File: config.mk
export PLATFORM = sky130hd
export DESIGN_NAME = cla_limb_sequencer
export DESIGN_NICKNAME = d
export VERILOG_FILES = /design/src/rtl/cla_limb_sequencer_pkg.sv /design/src/rtl/cla_limb_sequencer_cla.sv /design/src/rtl/cla_limb_sequencer.sv
export SDC_FILE = /design/constraint.sdc
export NUM_CORES = 1
export LEC_CHECK = 0
export ABC_AREA = 1
export CAP_MARGIN = 25
export CELL_PAD_IN_SITES_DETAIL_PLACEMENT = 2
export CELL_PAD_IN_SITES_GLOBAL_PLACEMENT = 2
export CORE_MARGIN = 3
export CORE_UTILIZATION = 30
export CTS_BUF_LIST = sky130_fd_sc_hd__clkbuf_8
export DETAILED_ROUTE_END_ITERATION = 10
export DONT_BUFFER_PORTS = 1
export PLACE_DENSITY = 0.81
export SLEW_MARGIN = 15
export SYNTH_ARGS = -nofsm -noshare
export SYNTH_HDL_FRONTEND = slang
export SYNTH_SLANG_ARGS = --single-unit
export TNS_END_PERCENT = 50
File: constraint.sdc
create_clock -name clk -period 10.4 [get_ports clk]
set_input_delay 1.04 -clock clk [delete_from_list [all_inputs] [get_ports clk]]
set_output_delay 1.04 -clock clk [all_outputs]
set_load 0.02 [all_outputs]
File: src/rtl/cla_limb_sequencer_pkg.sv
// Shared constants and FSM encoding for the multi-limb CLA sequencer.
package cla_limb_sequencer_pkg;

  localparam int LIMB_W = 64;
  localparam int IDX_W  = 8;

  typedef enum logic {
    ST_FIRST = 1'b0,
    ST_MID   = 1'b1
  } state_e;

endpackage

File: src/rtl/cla_limb_sequencer_cla.sv
// 64-bit carry-lookahead adder: 4-bit lookahead groups chained by group generate/propagate.
module CLA_64bit
  import cla_limb_sequencer_pkg::*;
(
  input  logic [LIMB_W-1:0] A,
  input  logic [LIMB_W-1:0] B,
  input  logic              Cin,
  output logic [LIMB_W-1:0] Sum,
  output logic              Cout
);

  localparam int NG = LIMB_W / 4;

  logic [LIMB_W-1:0] g_s;
  logic [LIMB_W-1:0] p_s;
  logic [LIMB_W-1:0] c_s;
  logic [NG-1:0]     gg_s;
  logic [NG-1:0]     gp_s;
  logic [NG:0]       gc_s;

  // Bit and group generate/propagate, group carries, then in-group lookahead carries
  always_comb begin
    g_s  = A & B;
    p_s  = A ^ B;
    c_s  = '0;
    gg_s = '0;
    gp_s = '0;
    gc_s = '0;
    gc_s[0] = Cin;
    for (int j = 0; j < NG; j++) begin
      gg_s[j] = g_s[4*j+3]
              | (p_s[4*j+3] & g_s[4*j+2])
              | (p_s[4*j+3] & p_s[4*j+2] & g_s[4*j+1])
              | (p_s[4*j+3] & p_s[4*j+2] & p_s[4*j+1] & g_s[4*j]);
      gp_s[j]   = &p_s[4*j +: 4];
      gc_s[j+1] = gg_s[j] | (gp_s[j] & gc_s[j]);
      c_s[4*j]   = gc_s[j];
      c_s[4*j+1] = g_s[4*j] | (p_s[4*j] & gc_s[j]);
      c_s[4*j+2] = g_s[4*j+1] | (p_s[4*j+1] & g_s[4*j])
                 | (p_s[4*j+1] & p_s[4*j] & gc_s[j]);
      c_s[4*j+3] = g_s[4*j+2] | (p_s[4*j+2] & g_s[4*j+1])
                 | (p_s[4*j+2] & p_s[4*j+1] & g_s[4*j])
                 | (p_s[4*j+2] & p_s[4*j+1] & p_s[4*j] & gc_s[j]);
    end
    Sum  = p_s ^ c_s;
    Cout = gc_s[NG];
  end

endmodule

File: src/rtl/cla_limb_sequencer.sv
// Streams operand limbs (LS limb first) through one CLA, chaining carry across limbs
// of a transaction; add or subtract chosen on the first limb.
module cla_limb_sequencer
  import cla_limb_sequencer_pkg::*;
#(
  parameter int LIMB_W = 64
) (
  input  logic              clk,
  input  logic              rst_n,
  input  logic              flush,
  input  logic              in_valid,
  output logic              in_ready,
  input  logic [LIMB_W-1:0] in_a,
  input  logic [LIMB_W-1:0] in_b,
  input  logic              in_last,
  input  logic              op_sub,
  input  logic              cin_ext,
  output logic              out_valid,
  input  logic              out_ready,
  output logic [LIMB_W-1:0] out_sum,
  output logic [IDX_W-1:0]  out_idx,
  output logic              out_last,
  output logic              out_cout,
  output logic              out_ovf
);

  state_e            state_q, state_d;
  logic              op_sub_q, op_sub_d;
  logic              carry_q, carry_d;
  logic              out_valid_q, out_valid_d;
  logic [LIMB_W-1:0] out_sum_q, out_sum_d;
  logic [IDX_W-1:0]  out_idx_q, out_idx_d;
  logic              out_last_q, out_last_d;
  logic              out_cout_q, out_cout_d;
  logic              out_ovf_q, out_ovf_d;

  logic              first_s;
  logic              sub_eff_s;
  logic              accept_s;
  logic [LIMB_W-1:0] cla_b_s;
  logic              cla_cin_s;
  logic [LIMB_W-1:0] cla_sum_s;
  logic              cla_cout_s;

  assign in_ready  = !out_valid_q || out_ready;
  assign accept_s  = in_valid && in_ready;
  assign first_s   = (state_q == ST_FIRST);
  assign sub_eff_s = first_s ? op_sub : op_sub_q;
  assign cla_b_s   = sub_eff_s ? ~in_b : in_b;
  // Subtraction is A + ~B + 1 on the first limb; later limbs take the chained carry.
  assign cla_cin_s = first_s ? (op_sub | cin_ext) : carry_q;

  CLA_64bit u_cla (
    .A   (in_a),
    .B   (cla_b_s),
    .Cin (cla_cin_s),
    .Sum (cla_sum_s),
    .Cout(cla_cout_s)
  );

  // Next-state: flush beats accept, accept beats output drain
  always_comb begin
    state_d     = state_q;
    op_sub_d    = op_sub_q;
    carry_d     = carry_q;
    out_valid_d = out_valid_q;
    out_sum_d   = out_sum_q;
    out_idx_d   = out_idx_q;
    out_last_d  = out_last_q;
    out_cout_d  = out_cout_q;
    out_ovf_d   = out_ovf_q;
    if (flush) begin
      state_d     = ST_FIRST;
      out_valid_d = 1'b0;
      carry_d     = 1'b0;
    end else if (accept_s) begin
      out_valid_d = 1'b1;
      out_sum_d   = cla_sum_s;
      out_last_d  = in_last;
      out_cout_d  = cla_cout_s;
      out_ovf_d   = (in_a[LIMB_W-1] == cla_b_s[LIMB_W-1]) &&
                    (cla_sum_s[LIMB_W-1] != in_a[LIMB_W-1]);
      carry_d     = cla_cout_s;
      state_d     = in_last ? ST_FIRST : ST_MID;
      if (first_s) begin
        op_sub_d  = op_sub;
        out_idx_d = '0;
      end else begin
        out_idx_d = out_idx_q + IDX_W'(1);
      end
    end else if (out_ready) begin
      out_valid_d = 1'b0;
    end else begin
      out_valid_d = out_valid_q;
    end
  end

  // State and registered outputs
  always_ff @(posedge clk or negedge rst_n) begin
    if (!rst_n) begin
      state_q     <= ST_FIRST;
      op_sub_q    <= 1'b0;
      carry_q     <= 1'b0;
      out_valid_q <= 1'b0;
      out_sum_q   <= '0;
      out_idx_q   <= '0;
      out_last_q  <= 1'b0;
      out_cout_q  <= 1'b0;
      out_ovf_q   <= 1'b0;
    end else begin
      state_q     <= state_d;
      op_sub_q    <= op_sub_d;
      carry_q     <= carry_d;
      out_valid_q <= out_valid_d;
      out_sum_q   <= out_sum_d;
      out_idx_q   <= out_idx_d;
      out_last_q  <= out_last_d;
      out_cout_q  <= out_cout_d;
      out_ovf_q   <= out_ovf_d;
    end
  end

  assign out_valid = out_valid_q;
  assign out_sum   = out_sum_q;
  assign out_idx   = out_idx_q;
  assign out_last  = out_last_q;
  assign out_cout  = out_cout_q;
  assign out_ovf   = out_ovf_q;

endmodule

# Yosys cells after proc, flatten, opt, wreduce, memory -nomap -nowiden
# Index checks and enable logic that the tools add are counted.
# op_classes
addsub,1
eq_ne,2
muxes,12
bitwise_logic,406
reduce_logical,23
# op_table
operator,n
$and 1x1->1,240
$or 1x1->1,161
$xor 64x64->64,2
$and 64x64->64,1
$mux 64,1
$not 64->64,1
$reduce_and 4->1,16
$mux 1,10
$add 8x1->8 const B,1
$mux 8,1
$reduce_bool 3->1,1
$logic_and 1x1->1,2
$reduce_and 2->1,1
$reduce_bool 2->1,1
$eq 1x1->1,1
$logic_not 1->1,1
$logic_or 1x1->1,1
$ne 1x1->1,1
$not 1->1,1
# totals
register_bits,79
in_bits,136
out_inout_bits,77
word_cells,453

# Longest topological paths before layout
# logic_depth
depth_word,41
depth_mapped,43
ltp_nobuf,40

# Hierarchy
# From an unflattened synthesis, not the netlist that was laid out.
# unflattened
cells_unflattened,790
hier_area_um2,6597.6
# by_module_without_submodules
module,n_inst,cells_per_inst,area_per_inst_um2,seq_area_each_um2
cla_limb_sequencer,1,451,3933.8,1976.9
CLA_64bit,1,339,2663.8,0.0

# Worst setup path before layout
# OpenSTA, ideal clock, no wires.
# synth_path
path_kind,input to register
start,input op_sub
end,register out_sum_q[61] (netlist: out_sum[61])
setup_time_ns,0.083
arrival_ns,5.001
required_time_ns,10.317
slack_ns,5.317
cell_stages,41
path_buffers,2
path_cell_list,mux2i_1 buf_1 buf_1 xnor2_1 ha_1 nand2_1 nor2_1 nand3_1 nand2_1 nand2_1 nand2_1 nand2_1 nand2_1 nand2_1 nand2_1 nand2_1 nand2_1 nand2_1 [5 not listed] nand2_1 nand2_1 nand2_1 nand2_1 nand2_1 nand2_1 nand2_1 nand2_1 nand2_1 nand2_1 nand2_1 nand2_2 nand2_2 nand2_2 inv_1 fa_1 xor2_1 o21ai_0
# synth_between
elab_chain_len,39
elab_cells_between_ends,174
classes_between,mux: 3; bitwise: 156; reduce/logical: 15
# synth_rtl
item,line_no,source
"start, declared",cla_limb_sequencer.sv:16,"input logic op_sub,"
$mux 1,--,
$mux 64,cla_limb_sequencer.sv:49,assign cla_b_s = sub_eff_s ? ~in_b : in_b;
$xor 64x64->64 or $and 64x64->64 (tied branches),"cla_limb_sequencer_cla.sv:24, cla_limb_sequencer_cla.sv:23",
"$and 1x1->1, on equally long branches","cla_limb_sequencer_cla.sv:32, cla_limb_sequencer_cla.sv:33, cla_limb_sequencer_cla.sv:34",
"$or 1x1->1, or another cell as far along",cla_limb_sequencer_cla.sv:32,| (p_s[4*j+3] & g_s[4*j+2])
$or 1x1->1 or $and 1x1->1 (tied branches),"cla_limb_sequencer_cla.sv:33, cla_limb_sequencer_cla.sv:34",
$or 1x1->1,cla_limb_sequencer_cla.sv:34,| (p_s[4*j+3] & p_s[4*j+2] & p_s[4*j+1] & g_s[4*j]);
$or 1x1->1,cla_limb_sequencer_cla.sv:36,gc_s[j+1] = gg_s[j] | (gp_s[j] & gc_s[j]);
[23 not listed],--,
$or 1x1->1,cla_limb_sequencer_cla.sv:36,
$and 1x1->1,cla_limb_sequencer_cla.sv:36,
$or 1x1->1,cla_limb_sequencer_cla.sv:36,
$and 1x1->1,cla_limb_sequencer_cla.sv:36,
$or 1x1->1,cla_limb_sequencer_cla.sv:36,
$and 1x1->1,cla_limb_sequencer_cla.sv:38,c_s[4*j+1] = g_s[4*j] | (p_s[4*j] & gc_s[j]);
$or 1x1->1,cla_limb_sequencer_cla.sv:38,
$xor 64x64->64 *,cla_limb_sequencer_cla.sv:45,Sum = p_s ^ c_s;
"end signal, assigned",cla_limb_sequencer.sv:115,out_sum_q <= out_sum_d;
"end, declared",cla_limb_sequencer.sv:31,"logic [LIMB_W-1:0] out_sum_q, out_sum_d;"
# Every way passes the cells marked *; elsewhere a longest branch is shown, timed or not.
# A chain may end at the register's enable or synchronous reset.

# Final worst setup path
# layout_path
start,register state_q
end,register out_sum_q[61] (netlist: out_sum[61])
# layout_between
elab_chain_len,39
elab_cells_between_ends,173
classes_between,mux: 3; bitwise: 155; reduce/logical: 15
# layout_rtl
item,line_no,source
"start, declared",cla_limb_sequencer.sv:27,"state_e state_q, state_d;"
"start signal, assigned",cla_limb_sequencer.sv:111,state_q <= state_d;
$mux 1,--,
$mux 64,cla_limb_sequencer.sv:49,
$xor 64x64->64 or $and 64x64->64 (tied branches),"cla_limb_sequencer_cla.sv:24, cla_limb_sequencer_cla.sv:23",
"$and 1x1->1, on equally long branches","cla_limb_sequencer_cla.sv:32, cla_limb_sequencer_cla.sv:33, cla_limb_sequencer_cla.sv:34",
"$or 1x1->1, or another cell as far along",cla_limb_sequencer_cla.sv:32,
$or 1x1->1 or $and 1x1->1 (tied branches),"cla_limb_sequencer_cla.sv:33, cla_limb_sequencer_cla.sv:34",
$or 1x1->1,cla_limb_sequencer_cla.sv:34,
$or 1x1->1,cla_limb_sequencer_cla.sv:36,
[23 not listed],--,
$or 1x1->1,cla_limb_sequencer_cla.sv:36,
$and 1x1->1,cla_limb_sequencer_cla.sv:36,
$or 1x1->1,cla_limb_sequencer_cla.sv:36,
$and 1x1->1,cla_limb_sequencer_cla.sv:36,
$or 1x1->1,cla_limb_sequencer_cla.sv:36,
$and 1x1->1,cla_limb_sequencer_cla.sv:38,
$or 1x1->1,cla_limb_sequencer_cla.sv:38,
$xor 64x64->64 *,cla_limb_sequencer_cla.sv:45,
# Marks and branches as above.

==> impl_metrics.py <==
metrics = {
    "final_layout": {
        "multi_input_area_sq_um": 3756,
        "syn_to_final_growth_pct": 8.597,
        "seq_area_sq_um": 1977,
        "fin_nets": 952,
        "final_layout_size_suffix_gt1_share_pct": 3.919,
        "diodes": 0,
        "fill_cells": 2297,
        "final_cells": 1005,
    },
    "timing": {
        "max_slew_margin_pct": 43.37,
        "post-route-period-util_pct": 47.58,
        "worst_pin_slew_ns": 0.8495,
        "rsz0062_at_grt": "false",
        "hold_viol_final": 0,
        "drv_slew": 0,
        "min_period_ns": 4.949,
        "tns_ns": 0,
        "fmax_ghz": 0.2021,
        "final.setup_skew_ns": 0.01315,
        "final-setup-viol-count": 0,
    },
    "status": {
        "status": "finished clean",
    },
    "grt": {
        "grt_first_pass_wirelength_microns": 27490,
        "grt_usage_pct": 15.40,
        "grt_antenna_before_repair": 0,
        "grt_max_degree": 91,
        "globalRouteOverflowTotal": 0,
        "grt_pass1_vias": 5458,
    },
    "synthesis": {
        "netlist.area_leader.share_pct": 32.26,
        "synthesis.instances": 743,
        "async_reset_ff_share_pct": 100.0,
        "yosysSeqAreaShare_pct": 32.26,
        "yosysMostFrequentCell": "nand2_1",
        "ys_seq_elements": 79,
        "synth_edf_count": 0,
        "synth_nets": 960,
        "yosysTopAreaCell": "dfrtp_1",
        "synthDistinctLibCells": 31,
        "synthFlopType": "dfrtp_1",
        "syn_area_per_cell_sq_um": 8.246,
        "syn-cell-area_sq_um": 6127,
        "synth_commonest_cells": "nand2_1, inv_1, dfrtp_1",
        "synth_area_leaders": "dfrtp_1, ha_1, nand2_1",
        "yosysWarnings": 0,
    },
    "setup_path": {
        "critical_path.max_fanout": 26,
        "start_kind": "flip-flop",
        "endpoint_kind": "flip-flop",
        "crit_family": "simple AND/OR/NAND/NOR gates",
        "path_buf_inv": 2,
        "crit_type": "reg2reg",
        "cpPeakStageDelay_ns": 0.56,
        "worst_path_most_repeated_cell": "nand2_1",
        "cp.arrival_ns": 5.22,
        "required_ns": 10.67,
        "critical_path.slowest_cell": "dfrtp_1",
    },
    "die": {
        "start_util_pct": 30.97,
        "die_w_microns": 148.9,
        "core.rowCount": 51,
        "coreArea_sq_um": 19780,
        "ios": 213,
        "die_h_microns": 148.9,
        "die-area_sq_um": 22170,
    },
    "route": {
        "drcViolationCount": 0,
        "num_vias": 4911,
        "ant_nets": 0,
        "dr.pass1.iters": 4,
        "routed_via_density": 4.887,
        "routed_wl_microns": 17300,
        "wire_per_inst_microns": 17.21,
        "drt_iter0_drc": 102,
    },
    "power": {
        "p_leak_nw": 3.187,
        "peakVddDrop_v": 0.00007318,
        "power_density_nw_per_um2": 191.6,
    },
    "placed_design": {
        "gp_congestion": 0.7776,
        "placed_cells": 989,
        "io_buffers": 0,
        "dpl.hpwl_microns": 13990,
    },
    "clocking": {
        "cts_hold_buf": 0,
        "clk_latency_ns": 0.36,
        "cts_buffers": 9,
        "root_buffer": "clkbuf_8",
        "clock_path_buffers": 2,
        "cts.sinks": 79,
        "cts_tree": "built",
        "cts.repair.resized": 0,
        "cts.htree.levels": 3,
        "cts_setup_buffers": 0,
        "clkTransAtPathRegs_ns": 0.09,
    },
    "worst_hold_path": {
        "hold_path_class": "in2async",
    },
    "run": {
        "cap_viol_max_count": 0,
    },
}
-- flip-flops by register name, indices dropped and copies added, names as in the netlist --
register / count
out_sum: 64
out_ovf: 1
out_cout: 1
state_q: 1
out_idx: 8
out_valid: 1
carry_q: 1
out_last: 1
op_sub_q: 1
-- power breakdown --
part	switching [mW]	internal, mW	total [mW]
Clock	0.124	0.165	0.290
Combinational	0.237	0.171	0.408
Sequential	0.185	0.393	0.578
Total	0.546	0.729	1.27
-- area by class of cell --
| type | count | area share (%) |
|---|---|---|
| inverter | 83 | 4.720 |
| sequential | 79 | 29.71 |
| tap | 265 | 4.983 |
| clock inverter | 6 | 1.617 |
| clock buffer | 10 | 2.068 |
| multi-input combinational | 558 | 56.45 |
| timing repair buffer | 4 | 0.4513 |
-- metal layers --
layer / part of all wire (%) / wire [microns] / GRT usage [%] / vias up
li1: - / - / - / 2369
met1: 42 / 7231 / 18.66 / 2391
met2: 49 / 8549 / 26.73 / 132
met3: 7.5 / 1301 / 5.014 / 19
met4: 1.2 / 216 / 3.387 / 0
met5: 0 / 0 / 0 / -
-- stage by stage --
step | power, mW | utilization (%) | setup slack [ns] | area, sq um | hold WS (ns)
3_5_place_dp | 1.004 | 32.40 | 4.981 | 6409 | 0.4801
2_1_floorplan | 0.8782 | - | 5.317 | 6127 | 0.4490
3_3_place_gp | 0.9773 | 32.40 | 5.186 | 6409 | 0.4654
4_1_cts | 1.306 | 33.64 | 5.280 | 6654 | 0.3199
6_report | 1.275 | 33.64 | 5.451 | 6654 | 0.3628
5_1_grt | 1.392 | 33.64 | 4.731 | 6654 | 0.3213
-- worst register-to-register path, delay by kind of cell, from the launching register on --
kind            cells  cell delay (ns)
flops               1             0.56
mux                 1             0.28
xor+xnor            2             0.30
fa+ha+maj           2             0.74
compound gates      1             0.15
simple gates       32             2.38
buf+inv             2             0.46
-- worst paths after layout --
kind                                     start  slack (ns)  depth (start not counted)                      end
hold / removal                           rst_n        0.36                          0  out_sum[11]$_DFFE_PN0P_
setup reg to reg           state_q$_DFFE_PN0P_        5.45                         40  out_sum[61]$_DFFE_PN0P_
setup / recovery           state_q$_DFFE_PN0P_        5.45                         40  out_sum[61]$_DFFE_PN0P_
max in group asynchronous                rst_n        9.93                          0  out_sum[61]$_DFFE_PN0P_
min in group clk           carry_q$_DFFE_PN0P_        0.49                          2      carry_q$_DFFE_PN0P_
hold reg to reg            carry_q$_DFFE_PN0P_        0.49                          2      carry_q$_DFFE_PN0P_
-- cell usage in the layout, fill, tap and decap left out, drive strengths merged, types with 3 or more instances in the layout --
master  Yosys  layout
nor3        4       4
xor2       38      38
buf         9       4
inv        82      83
ha         65      65
nand2     171     171
fa         16      16
nand3      16      16
o21bai     11      11
a21oi      45      45
clkbuf     14      10
nor2       32      32
xnor2      68      68
o21ai      80      80
dfrtp      79      79
bufinv      0       3
-- kinds of logic after synthesis --
logic type,after synthesis,share of synthesized area (%)
compound gates,142,12.40
xor+xnor,106,15.15
fa+ha+maj,81,18.50
buf+inv,106,6.637
flops,79,32.26
mux,1,0.1634
simple gates,228,14.89
Power figures use the tool's default switching activity.
